===== config.mk =====
export PLATFORM = sky130hd
export DESIGN_NAME = psum_accumulate_drain
export DESIGN_NICKNAME = d
export VERILOG_FILES = /design/src/rtl/psum_accumulate_drain_pkg.sv /design/src/rtl/psum_drain_serializer.sv /design/src/rtl/psum_accumulate_drain.sv
export SDC_FILE = /design/constraint.sdc
export NUM_CORES = 1
export LEC_CHECK = 0
export CAP_MARGIN = 10
export CORE_AREA = 2 2 213 215
export CTS_CLUSTER_SIZE = 10
export DETAILED_ROUTE_END_ITERATION = 16
export DIE_AREA = 0 0 215 217
export HOLD_SLACK_MARGIN = 0.08
export PLACE_DENSITY = 0.69
export SETUP_SLACK_MARGIN = 0.05
export SYNTH_ARGS = -nofsm -noshare
export SYNTH_HDL_FRONTEND = slang
export SYNTH_HIERARCHICAL = 1
export SYNTH_SLANG_ARGS = --single-unit

===== constraint.sdc =====
create_clock -name i_fast_clk -period 3.58 [get_ports i_fast_clk]
set_input_delay 0.358 -clock i_fast_clk [delete_from_list [all_inputs] [get_ports i_fast_clk]]
set_output_delay 0.358 -clock i_fast_clk [all_outputs]
set_load 0.05 [all_outputs]

===== src/rtl/psum_accumulate_drain_pkg.sv =====
// -----------------------------------------------------------------------------
// psum_accumulate_drain_pkg
// Shared constants and FSM state encodings for the partial-sum accumulate/drain
// block and its drain serializer.
//   TN               lanes per captured kernel_sum vector
//   FEATURE_WIDTH    signed lane width of inputs and drained results
//   PSUM_ACC_WIDTH   signed accumulator width per lane
//   PSUM_RND_WIDTH   width of the rounds configuration
//   PSUM_PROD_WIDTH  width wide enough for acc * unsigned 16-bit scale
// -----------------------------------------------------------------------------
package psum_accumulate_drain_pkg;

    localparam int unsigned TN              = 4;
    localparam int unsigned FEATURE_WIDTH   = 16;
    localparam int unsigned PSUM_ACC_WIDTH  = 32;
    localparam int unsigned PSUM_RND_WIDTH  = 8;
    localparam int unsigned LANE_WIDTH      = (TN > 1) ? $clog2(TN) : 1;
    localparam int unsigned PSUM_PROD_WIDTH = PSUM_ACC_WIDTH + 17;

    typedef enum logic {
        ACC_IDLE = 1'b0,
        ACC_RUN  = 1'b1
    } acc_state_e;

    typedef enum logic {
        DRN_EMPTY = 1'b0,
        DRN_FULL  = 1'b1
    } drn_state_e;

endpackage


===== src/rtl/psum_drain_serializer.sv =====
// -----------------------------------------------------------------------------
// psum_drain_serializer
// Holds one saturated TN-lane vector and streams it out one lane per cycle over
// a valid/ready handshake, lane 0 first.
// Ports:
//   i_fast_clk   clock
//   i_rst        asynchronous reset, active-low
//   i_load       load i_load_data into the buffer (only issued while empty)
//   i_load_data  TN x FEATURE_WIDTH packed lanes, lane i at [(i+1)*FW-1 : i*FW]
//   i_out_ready  downstream accepts the current lane
//   o_full       buffer holds a vector not yet fully drained
//   o_out_valid  o_out_data valid
//   o_out_data   current lane value
//   o_out_lane   current lane index
//   o_out_last   high with the last lane
// -----------------------------------------------------------------------------
module psum_drain_serializer
    import psum_accumulate_drain_pkg::*;
(
    input  logic                          i_fast_clk,
    input  logic                          i_rst,
    input  logic                          i_load,
    input  logic [TN*FEATURE_WIDTH-1:0]   i_load_data,
    input  logic                          i_out_ready,
    output logic                          o_full,
    output logic                          o_out_valid,
    output logic [FEATURE_WIDTH-1:0]      o_out_data,
    output logic [LANE_WIDTH-1:0]         o_out_lane,
    output logic                          o_out_last
);

    localparam logic [LANE_WIDTH-1:0] LAST_LANE = LANE_WIDTH'(TN - 1);

    drn_state_e                 r_state;
    logic [LANE_WIDTH-1:0]      r_lane;
    logic [FEATURE_WIDTH-1:0]   r_buf [TN];

    always_ff @(posedge i_fast_clk or negedge i_rst) begin
        if (!i_rst) begin
            r_state <= DRN_EMPTY;
            r_lane  <= '0;
            for (int i = 0; i < TN; i++) begin
                r_buf[i] <= '0;
            end
        end else begin
            unique case (r_state)
                DRN_EMPTY: begin
                    if (i_load) begin
                        for (int i = 0; i < TN; i++) begin
                            r_buf[i] <= i_load_data[i*FEATURE_WIDTH +: FEATURE_WIDTH];
                        end
                        r_lane  <= '0;
                        r_state <= DRN_FULL;
                    end
                end
                DRN_FULL: begin
                    if (i_out_ready) begin
                        if (r_lane == LAST_LANE) begin
                            r_lane  <= '0;
                            r_state <= DRN_EMPTY;
                        end else begin
                            r_lane <= r_lane + 1'b1;
                        end
                    end
                end
                default: r_state <= DRN_EMPTY;
            endcase
        end
    end

    always_comb begin
        o_full      = (r_state == DRN_FULL);
        o_out_valid = o_full;
        o_out_data  = r_buf[r_lane];
        o_out_lane  = r_lane;
        o_out_last  = o_full && (r_lane == LAST_LANE);
    end

endmodule


===== src/rtl/psum_accumulate_drain.sv =====
// -----------------------------------------------------------------------------
// psum_accumulate_drain
// Consumer of the TN-lane kernel adder tree. Accumulates kernel_sum vectors over
// cfg_rounds input-channel tiles, saturates the finished vector to FEATURE_WIDTH
// and hands it to psum_drain_serializer, which streams one lane per cycle.
// Optional feature macro: PSUM_SCALE_EN adds i_cfg_scale/i_cfg_shift (latched on
// start); the drain value becomes saturate((acc*scale) >>> shift) through one
// extra register stage.
// Ports:
//   i_fast_clk       clock
//   i_rst            asynchronous reset, active-low
//   i_start          pulse: clear accumulators/round counter, latch config
//   i_cfg_rounds     tiles per output vector (0 treated as 1)
//   i_sum_valid      i_kernel_sum_tn valid this cycle
//   i_kernel_sum_tn  TN signed lanes, lane i at [(i+1)*FW-1 : i*FW]
//   o_in_ready       i_sum_valid is accepted this cycle
//   o_out_valid      o_out_data valid
//   i_out_ready      downstream accepts
//   o_out_data       saturated lane result
//   o_out_lane       lane index of o_out_data
//   o_out_last       high with lane TN-1
//   o_busy           accumulation in progress or drain not empty
//   o_err_overrun    sticky: sum offered while not ready
// -----------------------------------------------------------------------------
module psum_accumulate_drain
    import psum_accumulate_drain_pkg::*;
(
    input  logic                          i_fast_clk,
    input  logic                          i_rst,
    input  logic                          i_start,
    input  logic [PSUM_RND_WIDTH-1:0]     i_cfg_rounds,
`ifdef PSUM_SCALE_EN
    input  logic [15:0]                   i_cfg_scale,
    input  logic [4:0]                    i_cfg_shift,
`endif
    input  logic                          i_sum_valid,
    input  logic [TN*FEATURE_WIDTH-1:0]   i_kernel_sum_tn,
    output logic                          o_in_ready,
    output logic                          o_out_valid,
    input  logic                          i_out_ready,
    output logic [FEATURE_WIDTH-1:0]      o_out_data,
    output logic [LANE_WIDTH-1:0]         o_out_lane,
    output logic                          o_out_last,
    output logic                          o_busy,
    output logic                          o_err_overrun
);

    // Clamp a wide signed value into the signed FEATURE_WIDTH range.
    function automatic logic [FEATURE_WIDTH-1:0] saturate(
        input logic signed [PSUM_PROD_WIDTH-1:0] v
    );
        logic signed [PSUM_PROD_WIDTH-1:0] hi;
        logic signed [PSUM_PROD_WIDTH-1:0] lo;
        hi = {{(PSUM_PROD_WIDTH-FEATURE_WIDTH+1){1'b0}}, {(FEATURE_WIDTH-1){1'b1}}};
        lo = {{(PSUM_PROD_WIDTH-FEATURE_WIDTH+1){1'b1}}, {(FEATURE_WIDTH-1){1'b0}}};
        if (v > hi) begin
            saturate = hi[FEATURE_WIDTH-1:0];
        end else if (v < lo) begin
            saturate = lo[FEATURE_WIDTH-1:0];
        end else begin
            saturate = v[FEATURE_WIDTH-1:0];
        end
    endfunction

    acc_state_e                         r_state;
    logic [PSUM_RND_WIDTH-1:0]          r_rounds;
    logic [PSUM_RND_WIDTH-1:0]          r_round_cnt;
    logic signed [PSUM_ACC_WIDTH-1:0]   r_acc [TN];
    logic                               r_err;

    logic signed [PSUM_ACC_WIDTH-1:0]   w_sum [TN];
    logic [TN*FEATURE_WIDTH-1:0]        w_sat_vec;
    logic                               w_last_round;
    logic                               w_drain_full;
    logic                               w_pipe_busy;
    logic                               w_in_ready;
    logic                               w_take;
    logic                               w_accept;
    logic                               w_overrun;
    logic                               w_final;
    logic                               w_drain_load;
    logic [TN*FEATURE_WIDTH-1:0]        w_drain_data;

    // Lane-wise sign-extended add of the incoming vector into the accumulators.
    always_comb begin
        for (int i = 0; i < TN; i++) begin
            w_sum[i] = r_acc[i] + {{(PSUM_ACC_WIDTH-FEATURE_WIDTH)
                                    {i_kernel_sum_tn[i*FEATURE_WIDTH+FEATURE_WIDTH-1]}},
                                   i_kernel_sum_tn[i*FEATURE_WIDTH +: FEATURE_WIDTH]};
        end
    end

`ifdef PSUM_SCALE_EN
    logic [15:0]                        r_scale;
    logic [4:0]                         r_shift;
    logic                               r_pipe_valid;
    logic [TN*FEATURE_WIDTH-1:0]        r_pipe_data;
    logic signed [PSUM_PROD_WIDTH-1:0]  w_ext_acc [TN];
    logic signed [PSUM_PROD_WIDTH-1:0]  w_prod [TN];
    logic signed [PSUM_PROD_WIDTH-1:0]  w_ext_scale;

    always_comb begin
        w_ext_scale = {{(PSUM_PROD_WIDTH-16){1'b0}}, r_scale};
        for (int i = 0; i < TN; i++) begin
            w_ext_acc[i] = {{(PSUM_PROD_WIDTH-PSUM_ACC_WIDTH){w_sum[i][PSUM_ACC_WIDTH-1]}},
                            w_sum[i]};
            w_prod[i]    = (w_ext_acc[i] * w_ext_scale) >>> r_shift;
            w_sat_vec[i*FEATURE_WIDTH +: FEATURE_WIDTH] = saturate(w_prod[i]);
        end
    end

    // Scaled result is registered once before entering the drain buffer.
    always_ff @(posedge i_fast_clk or negedge i_rst) begin
        if (!i_rst) begin
            r_scale      <= '0;
            r_shift      <= '0;
            r_pipe_valid <= 1'b0;
            r_pipe_data  <= '0;
        end else begin
            if (i_start) begin
                r_scale <= i_cfg_scale;
                r_shift <= i_cfg_shift;
            end
            r_pipe_valid <= w_final;
            if (w_final) begin
                r_pipe_data <= w_sat_vec;
            end
        end
    end

    assign w_pipe_busy  = r_pipe_valid;
    assign w_drain_load = r_pipe_valid;
    assign w_drain_data = r_pipe_data;
`else
    always_comb begin
        for (int i = 0; i < TN; i++) begin
            w_sat_vec[i*FEATURE_WIDTH +: FEATURE_WIDTH] =
                saturate({{(PSUM_PROD_WIDTH-PSUM_ACC_WIDTH){w_sum[i][PSUM_ACC_WIDTH-1]}},
                          w_sum[i]});
        end
    end

    assign w_pipe_busy  = 1'b0;
    assign w_drain_load = w_final;
    assign w_drain_data = w_sat_vec;
`endif

    // Ready depends only on registered state, never on i_out_ready, so the final
    // round of the next vector waits until the buffer (and pipe stage) is free.
    always_comb begin
        w_last_round = (r_round_cnt == (r_rounds - PSUM_RND_WIDTH'(1)));
        w_in_ready   = !((w_drain_full || w_pipe_busy) && w_last_round);
        w_take       = (r_state == ACC_RUN) && i_sum_valid && !i_start;
        w_accept     = w_take && w_in_ready;
        w_overrun    = w_take && !w_in_ready;
        w_final      = w_accept && w_last_round;
    end

    always_ff @(posedge i_fast_clk or negedge i_rst) begin
        if (!i_rst) begin
            r_state     <= ACC_IDLE;
            r_rounds    <= PSUM_RND_WIDTH'(1);
            r_round_cnt <= '0;
            r_err       <= 1'b0;
            for (int i = 0; i < TN; i++) begin
                r_acc[i] <= '0;
            end
        end else begin
            if (i_start) begin
                // Start wins over a coincident sum and aborts any partial vector.
                r_state     <= ACC_RUN;
                r_rounds    <= (i_cfg_rounds == '0) ? PSUM_RND_WIDTH'(1) : i_cfg_rounds;
                r_round_cnt <= '0;
                for (int i = 0; i < TN; i++) begin
                    r_acc[i] <= '0;
                end
            end else if (w_overrun) begin
                r_err <= 1'b1;
            end else if (w_accept) begin
                if (w_last_round) begin
                    r_round_cnt <= '0;
                    for (int i = 0; i < TN; i++) begin
                        r_acc[i] <= '0;
                    end
                end else begin
                    r_round_cnt <= r_round_cnt + 1'b1;
                    for (int i = 0; i < TN; i++) begin
                        r_acc[i] <= w_sum[i];
                    end
                end
            end
        end
    end

    psum_drain_serializer u_serializer (
        .i_fast_clk  (i_fast_clk),
        .i_rst       (i_rst),
        .i_load      (w_drain_load),
        .i_load_data (w_drain_data),
        .i_out_ready (i_out_ready),
        .o_full      (w_drain_full),
        .o_out_valid (o_out_valid),
        .o_out_data  (o_out_data),
        .o_out_lane  (o_out_lane),
        .o_out_last  (o_out_last)
    );

    assign o_in_ready    = w_in_ready;
    assign o_err_overrun = r_err;
    assign o_busy        = ((r_state == ACC_RUN) && (r_round_cnt != '0)) ||
                           w_drain_full || w_pipe_busy;

endmodule

==> qor.yml, run 1 <==
global_routing:
  use_met2_pct: 39.3
  grt_max_degree: 95
  overflow: 0
  antenna_found_initial: 0
  grt_pass1_wl_mm: 88.4
  grt_pass1_vias: 17000
  use_met1_pct: 30.0
  grt.total_usage_pct: 22.9
  top_usage_layer: "met2"
  grt_util_met3_pct: 2.85
floorplanning:
  fp.coreArea_um2: 44700
  rows: 78
  io_pins: 100
  die-area_um2: 46700
  die_y_um: 217
  die_x_um: 215
  start_util_pct: 38.1
timing:
  slew_headroom_pct: 42.2
  setup_viol: 44
  timing_worst_slew_pin_value_ps: 865
  final_max_slew_viol_count: 0
  post-route-period-util_pct: 105
  rsz0062_at_grt: "yes"
  clock_skew_ps: 28.1
  layout_setup_ws_ps: -166
  fin_crit_ps: 3750
  hold_viol_final: 0
  tns_ps: -3580
  fmax_mhz: 267
clock_tree:
  clkSinkCount: 213
  cts_tree: "built"
  cts_max_level: 1
  clkTransAtPathRegs_ps: 60
  clk_latency_ps: 580
  cts_buffers: 29
  clockBufferDepth: 3
  cts-root-buf: "clkbuf_16"
final_layout:
  area_growth_pct: 45.0
  fin_nets: 2594
  fill_cells: 3869
  num_antenna_cells: 0
  final_util_pct: 55.3
  layout_common_cells: "492 x buf_4, 212 x dfrtp_1, 164 x nand2_1"
  drive_gt1_share_pct: 36.5
  final_common_cell: "buf_4"
critical_path:
  cp.arrival_ps: 4210
  crit_path_end_kind: "register"
  cp.required_ps: 4050
  crit_path_start_kind: "register"
  critPathKind: "register to register"
  path_max_fanout: 8
detailed_routing:
  via_count: 17100
  ant_nets: 0
  drtIter0Drc: 1281
  first_pass_iters: 8
  vias_per_cell: 5.70
  wirelength_mm: 56.0
  wl_per_cell_um: 18.7
  drc: 0
power_and_ir_drop:
  irDropWorstVdd_uv: 459
  power_leakage_nw: 11.4
  pwr_density_cell_nw_per_um2: 521
placed_design:
  numPortBuffers: 99
  gp_congestion: 0.946
  dp_hpwl_mm: 40.7
job:
  drv_cap: 0
synth:
  syn_area_um2: 17000
  syn_inst: 1813
  async_flop_share_pct: 100
  ys_ff_latch: 213
  synth_edf_count: 0
  avgSynthCellArea_um2: 9.40
  ys_seq_area_share_pct: 31.3
  synth.distinct_cells: 103
  synth_nets: 2022
  yosys_warnings: 6
  synthFlopType: "dfrtp_1"
min_path:
  hold_path.class: "input pin to asynchronous set/reset pin"
outcome:
  outcome: "finished, violations left"
  violations: "negative setup slack"
==> synth_stat cells, types with 43 or more instances <==
master | n | area [µm²]
ha_1 | 128 | 1600
nand2_1 | 172 | 646
mux2_4 | 60 | 901
a21oi_1 | 114 | 571
o21ai_0 | 141 | 706
a22o_1 | 71 | 622
nand3_1 | 93 | 465
nor2_1 | 89 | 334
a21o_1 | 55 | 413
xnor2_1 | 69 | 604
dfrtp_1 | 212 | 5310
xor2_1 | 43 | 377
==> state kept, by name, summed over array words and instances (netlist names) <==
| name | cells |
|---|---|
| r_acc | 128 |
| u_serializer/r_buf | 64 |
| r_round_cnt | 8 |
| r_rounds | 8 |
| u_serializer/o_out_lane | 2 |
| o_err_overrun | 1 |
| r_state | 1 |
| u_serializer/o_full | 1 |
==> metrics by stage <==
step | hold slack, ps | area, µm² | total power, mW | cells | setup slack, ps
3_5_place_dp | 413 | 22200 | 9.13 | 2907 | -683
6_report | 334 | 24700 | 12.9 | 3001 | -166
2_1_floorplan | 62.4 | 17000 | 6.43 | 1813 | 64.5
3_3_place_gp | 422 | 22200 | 8.99 | 2907 | -676
5_1_grt | 403 | 24700 | 13.6 | 3001 | -262
4_1_cts | 358 | 23800 | 12.3 | 2973 | -152
==> timing repair <==
item | in CTS | in global routing
setup endpoints to repair | 62 | 62
cloned | 2 | 3
gates resized for setup | 103 | 159
hold endpoints to repair | 90 | 0
setup buffers | 16 | 27
hold buffers | 1 | 0
pin swaps | 50 | 52
==> layout make-up <==
class                   instances  area (µm²)  area share [%]
clock buffers                  37         776            3.14
well taps                     600         751            3.04
flip-flops and latches        213        5330            21.6
clock inverters                10        98.8           0.400
repair buffers                623        5300            21.4
inverters                      37         139           0.562
multi-input cells            1481       12300            49.8
==> worst paths after layout <==
path	start	end	slack, ps	cells after the start
max reg2reg	r_acc[43]	u_serializer/r_buf[26]	-170	18
max in group asynchronous	i_rst	r_acc[110]	2280	3
max	r_acc[43]	u_serializer/r_buf[26]	-170	18
min reg2reg	r_acc[72]	r_acc[72]	490	2
min	i_rst	r_acc[7]	330	2
min in group i_fast_clk	i_cfg_rounds[3]	r_rounds[3]	370	3
==> power breakdown <==
part	internal, mW	switching (mW)
clock network	1.59	1.18
registers	2.75	0.313
logic	3.44	3.60
total	7.77	5.09
==> cells by family (layout without fill, tap and decap cells) <==
group,after synthesis,after routing,share of synthesized area (%)
XOR/XNOR,112,112,5.75
buffers and inverters,119,707,3.83
AND/OR/NAND/NOR,550,550,16.6
multiplexers,93,93,8.68
AO/OA/AOI/OAI,594,594,24.0
flip-flops,213,213,31.3
adder cells (fa/ha/maj),132,132,9.86
==> critical path, cell delays in order (launching register included) <==
cell and delay, ps:
dfrtp_1 400, ha_4 250, buf_6 110, buf_4 120, buf_4 150, a21oi_1 200, o21ai_0 190, a41o_1 250
a31oi_1 150, buf_4 170, o21ai_0 130, xor2_1 220, a211oi_2 250, nand4_1 170, o31ai_4 240, buf_4 170
buf_12 130, nand3_2 70, mux2_4 260
==> per-layer routing <==
| layer | share of wire (%) | routed length, µm |
|---|---|---|
| met3 | 4.4 | 2460 |
| met4 | 3.7 | 2050 |
| met2 | 48 | 26900 |
| met5 | 0 | 0 |
| met1 | 44 | 24500 |
Power figures use the tool's default switching activity.
==> run 2: changes to the inputs <==
--- a/config.mk
+++ b/config.mk
@@ -7,9 +7,11 @@
 export LEC_CHECK = 0
 export CAP_MARGIN = 10
 export CORE_AREA = 2 2 213 215
+export CTS_BUF_LIST = sky130_fd_sc_hd__clkbuf_2 sky130_fd_sc_hd__clkbuf_4 sky130_fd_sc_hd__clkbuf_8
 export CTS_CLUSTER_SIZE = 10
 export DETAILED_ROUTE_END_ITERATION = 16
 export DIE_AREA = 0 0 215 217
+export GPL_ROUTABILITY_DRIVEN = 0
 export HOLD_SLACK_MARGIN = 0.08
 export PLACE_DENSITY = 0.69
 export SETUP_SLACK_MARGIN = 0.05
==> run 2 against run 1 <==
  * The flow still finishes with violations (negative setup slack)
  * Sequential cell count stayed put
  * Critical path depth is 1 lower
  * First-iteration DRC count is 14% higher
  * Largest power group unchanged
==> qor.yml, run 2 (synthesis results as in run 1) <==
outcome:
  outcome: "finished, violations left"
  violations: "negative setup slack"
global_routing:
  grt_pass1_vias: 17100  # +0.69%
  grt.total_usage_pct: 22.9  # -0.024 points
  grt_pass1_wl_mm: 87.4  # -1.2%
  overflow: 0  # unchanged
  grt_max_degree: 99  # +4.2%
  antenna_found_initial: 0  # unchanged
final_layout:
  largest_register_ffs: 128  # unchanged
  final_common_cell: "buf_4"
  regArea_um2: 5330  # unchanged
  area_growth_pct: 46.1
  reg_top3: "r_acc x128, u_serializer/r_buf x64"
  largest-register: "r_acc"
  fin_nets: 2602  # +0.31%
  multi_input_area_um2: 12400  # +1.0%
  layout_common_cells: "488 x buf_4, 212 x dfrtp_1, 169 x nand2_1"
  fill_cells: 3764  # -2.7%
  drive_gt1_share_pct: 38.1  # +1.6 points
detailed_routing:
  wl_per_cell_um: 18.6  # -0.46%
  vias_per_cell: 5.70  # about the same
  first_pass_iters: 6  # -2
  drc: 0  # unchanged
  ant_nets: 0  # unchanged
  wirelength_mm: 56.2  # +0.34%
  via_count: 17200  # +0.72%
  drtIter0Drc: 1458  # +14%
critical_path:
  reg2regPathDepth: 17  # -1
  cp_slowest_cell: "dfrtp_1"
  critPathBufInv: 5  # -1
  cp.arrival_ps: 4240  # +30 ps
  regToRegEndpoint: "u_serializer/r_buf[21]"
  r2r_start: "r_acc[45]"
  critPathMaxStageDelay_ps: 430  # +30 ps
  path_max_fanout: 8  # unchanged
  r2r_slack_ps: -130  # +40 ps
  cp.required_ps: 4110  # +60 ps
  crit_path_end_kind: "register"
  crit_path_start_kind: "register"
  path_delay_family: "simple AND/OR/NAND/NOR gates"
  critPathKind: "register to register"
  crit_path_frequent_cell: "buf_4"
  cp_cell_sequence: "ha_4, nand3_2, or3_4, or2_1, o31a_1, a21o_1, buf_4, buf_4, o21ai_1, buf_4, nand4_1, nor4_4, buf_4, buf_12, nand3_1, nand3_2, mux2_4"
timing:
  fmax_mhz: 270  # +1.0%
  layout_setup_ws_ps: -128  # +37.5 ps
  clock_skew_ps: 43.9  # +15.8 ps
  slew_headroom_pct: 43.1  # +0.90 points
  hold_viol_final: 0  # unchanged
  rsz0062_at_grt: "yes"
  final_max_slew_viol_count: 0  # unchanged
  fin_crit_ps: 3710  # -37.5 ps
  setup_viol: 30  # -32%
  timing_worst_slew_pin_value_ps: 853  # -11.5 ps
  tns_ps: -2790  # +789 ps
  post-route-period-util_pct: 104  # -1.0 points
clock_tree:
  cts_max_level: 2  # +1
  clkSinkCount: 213  # unchanged
  clockBufferDepth: 3  # unchanged
  cts-root-buf: "clkbuf_8"
  clk_latency_ps: 610  # +30 ps
  cts_tree: "built"
  cts_buffers: 42  # +45%
  clkTransAtPathRegs_ps: 60  # about the same
floorplanning:
  rows: 78  # unchanged
  die_x_um: 215  # unchanged
  io_pins: 100  # unchanged
  start_util_pct: 38.1  # unchanged
  die_y_um: 217  # unchanged
  die-area_um2: 46700  # unchanged
  fp.coreArea_um2: 44700  # unchanged
placed_design:
  dp_hpwl_mm: 40.1  # -1.5%
  numPortBuffers: 99  # unchanged
  pre_cts_ws_ps: -686  # -2.66 ps
power_and_ir_drop:
  irDropWorstVdd_uv: 348  # -24%
  power.switching_mw: 5.11  # +0.34%
  p_int_mw: 7.96  # +2.4%
  pwr_density_cell_nw_per_um2: 525  # +0.79%
  power_leakage_nw: 11.5  # +0.90%
  swShare_pct: 39.1  # -0.49 points
  seqPwrFrac_pct: 23.4  # -0.4 points
  pwr-share-clk_pct: 22.7  # +1.2 points
  comb_power_share_pct: 54.0  # -0.7 points
min_path:
  hold_path.class: "input pin to asynchronous set/reset pin"
job:
  drv_cap: 0  # unchanged
## run 2: per-layer routing
| metal | track usage, % | share of wire, % |
|---|---|---|
| met5 | 0 | 0 |
| met4 | 10.8 | 4.8 |
| met3 | 3.09 | 5.2 |
| met2 | 39.1 | 48 |
| met1 | 28.8 | 42 |
## run 2: area by class of cell
type | count | share of cell area [%]
Timing Repair Buffer | 618 | 21.1
Antenna cell | 1 | 0.0100
Clock buffer | 61 | 3.17
Clock inverter | 14 | 0.819
Sequential cell | 213 | 21.4
Multi-Input combinational cell | 1481 | 49.9
Inverter | 37 | 0.558
Tap cell | 600 | 3.01
## run 2: worst max-delay path by stage
stage                              to                 from  cells after the start
2_1_floorplan  u_serializer/r_buf[37]            r_acc[73]                     13
3_3_place_gp   u_serializer/r_buf[29]  i_kernel_sum_tn[47]                     15
3_5_place_dp   u_serializer/r_buf[44]  i_kernel_sum_tn[25]                     14
4_1_cts        u_serializer/r_buf[40]            r_acc[73]                     13
5_1_grt        u_serializer/r_buf[21]            r_acc[43]                     18
6_report       u_serializer/r_buf[21]            r_acc[45]                     17
## run 2: timing repair
item | CTS | global route
pin swaps | 40 | 68
hold buffers | 1 | 0
hold endpoints to repair | 92 | 0
cloned | 2 | 3
setup endpoints to repair | 61 | 63
gates resized for setup | 82 | 199
setup buffers | 12 | 22
## run 2: worst register-to-register path, delay by kind of cell (launching register included)
kind | cells | cell delay (ps)
simple gates | 7 | 1400
buf+inv | 5 | 740
compound gates | 3 | 630
flops | 1 | 430
mux | 1 | 140
fa+ha+maj | 1 | 310
## run 2: stage by stage
step	power [mW]	cells	area, µm²	hold WS (ps)	util (%)
2_1_floorplan	6.43	1813	17000	62.4	-
3_3_place_gp	8.94	2910	22200	461	49.6
3_5_place_dp	9.09	2910	22200	470	49.6
4_1_cts	12.4	3000	23700	335	53.1
5_1_grt	13.8	3024	24900	382	55.7
6_report	13.1	3025	24900	350	55.7
## run 2: power by group through the flow
stage	Combinational, mW	Clock (mW)	Sequential (mW)
3_5_place_dp	6.03	0	3.06
3_3_place_gp	5.89	0	3.05
2_1_floorplan	3.46	0	2.97
4_1_cts	6.32	3.04	3.03
6_report	7.05	2.96	3.05
5_1_grt	7.59	3.13	3.08
